===== src/rtl/uart_tx_ctrl.sv =====
// rtl/uart_tx_ctrl.sv - UART transmit sequencer driving the TX output mux line select
module uart_tx_ctrl #(
    parameter int DATA_WIDTH = 8,
    parameter int STOP_BITS  = 1
) (
    input  logic                  clk,
    input  logic                  rst,
    input  logic [DATA_WIDTH-1:0] P_DATA,
    input  logic                  DATA_VALID,
    input  logic                  PAR_EN,
    input  logic                  PAR_TYP,
    output logic                  ser_data,
    output logic                  par_bit,
    output logic [1:0]            mux_select,
    output logic                  busy
);

    localparam logic [2:0] S_IDLE   = 3'd0;
    localparam logic [2:0] S_START  = 3'd1;
    localparam logic [2:0] S_DATA   = 3'd2;
    localparam logic [2:0] S_PARITY = 3'd3;
    localparam logic [2:0] S_STOP   = 3'd4;

    localparam int CW = $clog2(DATA_WIDTH);
    localparam logic [CW-1:0] BIT_LAST  = CW'(DATA_WIDTH - 1);
    localparam logic          STOP_LAST = 1'(STOP_BITS - 1);

    logic [2:0]            state;
    logic [DATA_WIDTH-1:0] shift_q;
    logic [CW-1:0]         bit_cnt;
    logic                  stop_cnt;
    logic                  par_en_q;

    always_ff @(posedge clk) begin
        if (!rst) begin
            state    <= S_IDLE;
            shift_q  <= '0;
            bit_cnt  <= '0;
            stop_cnt <= 1'b0;
            par_en_q <= 1'b0;
            par_bit  <= 1'b0;
        end else begin
            case (state)
                S_IDLE: begin
                    if (DATA_VALID) begin
                        shift_q  <= P_DATA;
                        par_en_q <= PAR_EN;
                        par_bit  <= (^P_DATA) ^ PAR_TYP;
                        state    <= S_START;
                    end
                end
                S_START: begin
                    bit_cnt <= '0;
                    state   <= S_DATA;
                end
                S_DATA: begin
                    shift_q <= shift_q >> 1;
                    if (bit_cnt == BIT_LAST) begin
                        bit_cnt <= '0;
                        state   <= par_en_q ? S_PARITY : S_STOP;
                    end else begin
                        bit_cnt <= bit_cnt + 1'b1;
                    end
                end
                S_PARITY: begin
                    stop_cnt <= 1'b0;
                    state    <= S_STOP;
                end
                S_STOP: begin
                    // stop_cnt is zero on every entry into STOP
                    if (stop_cnt == STOP_LAST) begin
                        stop_cnt <= 1'b0;
                        state    <= S_IDLE;
                    end else begin
                        stop_cnt <= stop_cnt + 1'b1;
                    end
                end
                default: state <= S_IDLE;
            endcase
        end
    end

    always_comb begin
        mux_select = 2'b01;
        case (state)
            S_START:  mux_select = 2'b00;
            S_DATA:   mux_select = 2'b10;
            S_PARITY: mux_select = 2'b11;
            default:  mux_select = 2'b01;
        endcase
    end

    assign busy     = (state != S_IDLE);
    assign ser_data = shift_q[0];

endmodule


===== config.mk =====
export PLATFORM = sky130hd
export DESIGN_NAME = uart_tx_ctrl
export DESIGN_NICKNAME = d
export VERILOG_FILES = /design/src/rtl/uart_tx_ctrl.sv
export SDC_FILE = /design/constraint.sdc
export NUM_CORES = 1
export LEC_CHECK = 0
export CORE_MARGIN = 3
export CORE_UTILIZATION = 47
export CTS_CLUSTER_SIZE = 12
export DETAILED_ROUTE_END_ITERATION = 10
export PLACE_DENSITY = 0.8
export SLEW_MARGIN = 20
export SYNTH_ARGS = -nofsm -noshare
export SYNTH_HDL_FRONTEND = slang
export SYNTH_SLANG_ARGS = --single-unit

===== constraint.sdc =====
create_clock -name clk -period 1.8 [get_ports clk]
set_input_delay 0.27 -clock clk [delete_from_list [all_inputs] [get_ports clk]]
set_output_delay 0.27 -clock clk [all_outputs]
set_load 0.01 [all_outputs]

==> metrics.yaml <==
pwr:
  ir_drop_v: 0.000456
  powerDensity_mw_per_mm2: 828
  power_leakage_uw: 0.000411
  power_switching_uw: 220
  seq_power_share_pct: 48.8
  p_int_uw: 617
  power_uw: 837
  comb_power_share_pct: 22.9
  power_switching_share_pct: 26.3
  clockPowerShare_pct: 28.3
grt:
  grt_max_degree: 12
  antenna_found_initial: 0
  grt_pass1_wl_um: 2550
  track_usage_pct: 16.4
  grt_pass1_vias: 623
  overflow: 0
floorplan:
  dieHeight_um: 47.1
  ios: 18
  die-area_mm2: 0.00222
  num_rows: 14
  core_area_mm2: 0.00154
  die_w_um: 47.1
  initial_utilization_pct: 51.5
final_layout:
  design_area_mm2: 0.00101
  drive_above_1_share_pct: 11.5
  area.growth.synth_to_final_pct: 27.2
  fin_cells: 120
  n_antenna_cell: 0
  num-fill-cells: 148
  nets: 120
setup_path:
  start_kind: "flop"
  cp_max_fo: 11
  path_class: "reg -> out"
  ff2ff_setup_slack_ps: 320
  critPathMaxStageDelay_ps: 540
  crit_path_top_delay_cell: "clkdlybuf4s50_1"
  cp.required_ps: 1530
  path_cells: "nor2b_1 -> clkdlybuf4s50_1"
  critPathCaptureType: "output port"
  cp.arrival_ps: 1410
yosys:
  ys_ff_latch: 16
  synthFlopType: "dfxtp_1"
  avgSynthCellArea_um2: 9.24
  synth-edff-count: 0
  synth_fp_nets: 101
  yosysSeqAreaShare_pct: 40.3
  syn_inst: 86
  syn_area_um2: 795
  synthArstFlopShare_pct: 0
  ys_warn_count: 0
  synth.distinct_cells: 30
timing:
  fin_skew_ps: 0.889
  fin_setup_tns_ps: 0
  period_minus_slack_ps: 1680
  rsz0062_at_grt: "no"
  drv_slew: 0
  fin_crit_sh_pct: 93.2
  hold_viol: 0
  relSlewSlack_pct: 75.6
  tightestPinTransition_ps: 361
  finalSetupViolCount: 0
  max_freq_mhz: 596
routing:
  drtPass1Iterations: 4
  drt-vias-per-instance: 5.86
  antenna_left: 0
  drt-initial-drc-count: 11
  wl_per_cell_um: 12.5
  drc: 0
  drt-total-wl_um: 1500
  vias: 703
place:
  port-buffer-count: 17
  placed_cell_area_um2: 973
  place.gp.congestion: 0.796
  dp_hpwl_um: 1120
  dp.cells: 116
clock_network:
  worst_skew_pair.late_latency_ps: 280
  cts_sinks: 16
  clkTransAtPathRegs_ps: 90
  cts_hold_buf: 0
  htree_levels: 1
  clk_path_buf_depth: 2
  cts_tree: "built"
  cts-buffers-inserted: 3
  cts-root-buf: "clkbuf_4"
outcome:
  status: "completed"
run:
  drv_cap: 0
min_path:
  hold_class: "reg -> reg"
## path summary, 6_finish.rpt
kind         cells after the start       endpoint      from
max                              2  mux_select[1]  state[1]
max reg2reg                      3        par_bit  state[1]
min                              2       par_en_q  par_en_q
min reg2reg                      2       par_en_q  par_en_q
## what timing repair did
action	CTS	global route
gates resized for setup	5	0
endpoints found under the setup margin	3	0
buffers inserted	0	0
## power by group through the flow
stage	Sequential [uW]	Clock [uW]	Combinational, uW
final	408	237	192
after global routing	413	262	212
after CTS	409	247	194
after detailed placement	416	0	197
after global placement	414	0	195
after floorplan	408	0	123
## cell usage after synthesis (2+ instances only)
library cell | n | area share, %
a21boi_0 | 3 | 2.8
a21oi_1 | 2 | 1.3
a22oi_1 | 3 | 2.8
buf_2 | 3 | 1.9
clkbuf_1 | 2 | 0.95
dfxtp_1 | 16 | 40
ha_1 | 2 | 3.1
nand2_1 | 4 | 1.9
nand3_1 | 2 | 1.3
nor2_1 | 13 | 6.1
nor2b_1 | 5 | 3.9
nor3b_1 | 3 | 2.8
nor4b_1 | 2 | 2.2
o221ai_1 | 6 | 6.6
xnor2_1 | 3 | 3.3
xor2_1 | 3 | 3.3
## layout by cell type, fill, tap and decap left out, drive strengths merged, types with 2 or more instances in the layout
| master | synthesis | routed |
|---|---|---|
| buf | 4 | 3 |
| nor3b | 3 | 3 |
| clkbuf | 2 | 4 |
| nand2 | 5 | 5 |
| o221ai | 6 | 6 |
| xor2 | 3 | 3 |
| nor2b | 5 | 5 |
| nor2 | 13 | 13 |
| nor4b | 2 | 2 |
| nand3 | 2 | 2 |
| a21oi | 2 | 2 |
| dfxtp | 16 | 16 |
| clkdlybuf4s50 | 0 | 15 |
| xnor2 | 3 | 3 |
| ha | 2 | 2 |
| a22oi | 3 | 3 |
| dlygate4sd2 | 0 | 2 |
| a21boi | 3 | 3 |
## registers in the layout, summed over array words and instances (netlist names)
register  cells
bit_cnt       3
state         3
par_bit       1
shift_q       8
par_en_q      1
## cell type report
class | instances | area [um^2] | area share (%)
Inverter | 1 | 3.75 | 0.371
Multi-Input combinational cell | 63 | 437 | 43.2
Tap cell | 16 | 20.0 | 1.98
Sequential cell | 16 | 324 | 32.1
Timing Repair Buffer | 20 | 190 | 18.8
Clock buffer | 4 | 36.3 | 3.59
## per-stage QoR
stage          utilization [%]  setup WS, ps  hold WS (ps)
6_report                  65.6           122           480
5_1_grt                   65.6          25.9           520
3_3_place_gp              63.1          24.5           451
3_5_place_dp              63.1          27.2           464
2_1_floorplan                -           318           415
4_1_cts                   65.6           107           485
## cell families after synthesis
family,count (synthesis),share of synthesized area (%)
xor gates and xnor gates,7,9.45
adders and majority gates,2,3.15
AOI/OAI and AO/OA,16,15.4
buffers and inverters,7,4.72
DFF,16,40.3
and+or+nand+nor,37,25.7
muxes,1,1.26
## worst max-delay path, delay by kind of cell (launching register included)
family | cells | cell delay (ps)
and+or+nand+nor | 1 | 150
DFF | 1 | 440
buffers and inverters | 1 | 540
## per-layer routing
| metal | share of wire, % | vias up | track usage [%] |
|---|---|---|---|
| li1 | - | 343 | - |
| met3 | 5.9 | 4 | 3.45 |
| met5 | 0 | - | 0 |
| met2 | 45 | 24 | 25.5 |
| met4 | 2.2 | 0 | 9.94 |
| met1 | 47 | 332 | 20.6 |
No activity file was read; power rests on OpenSTA's default activity.
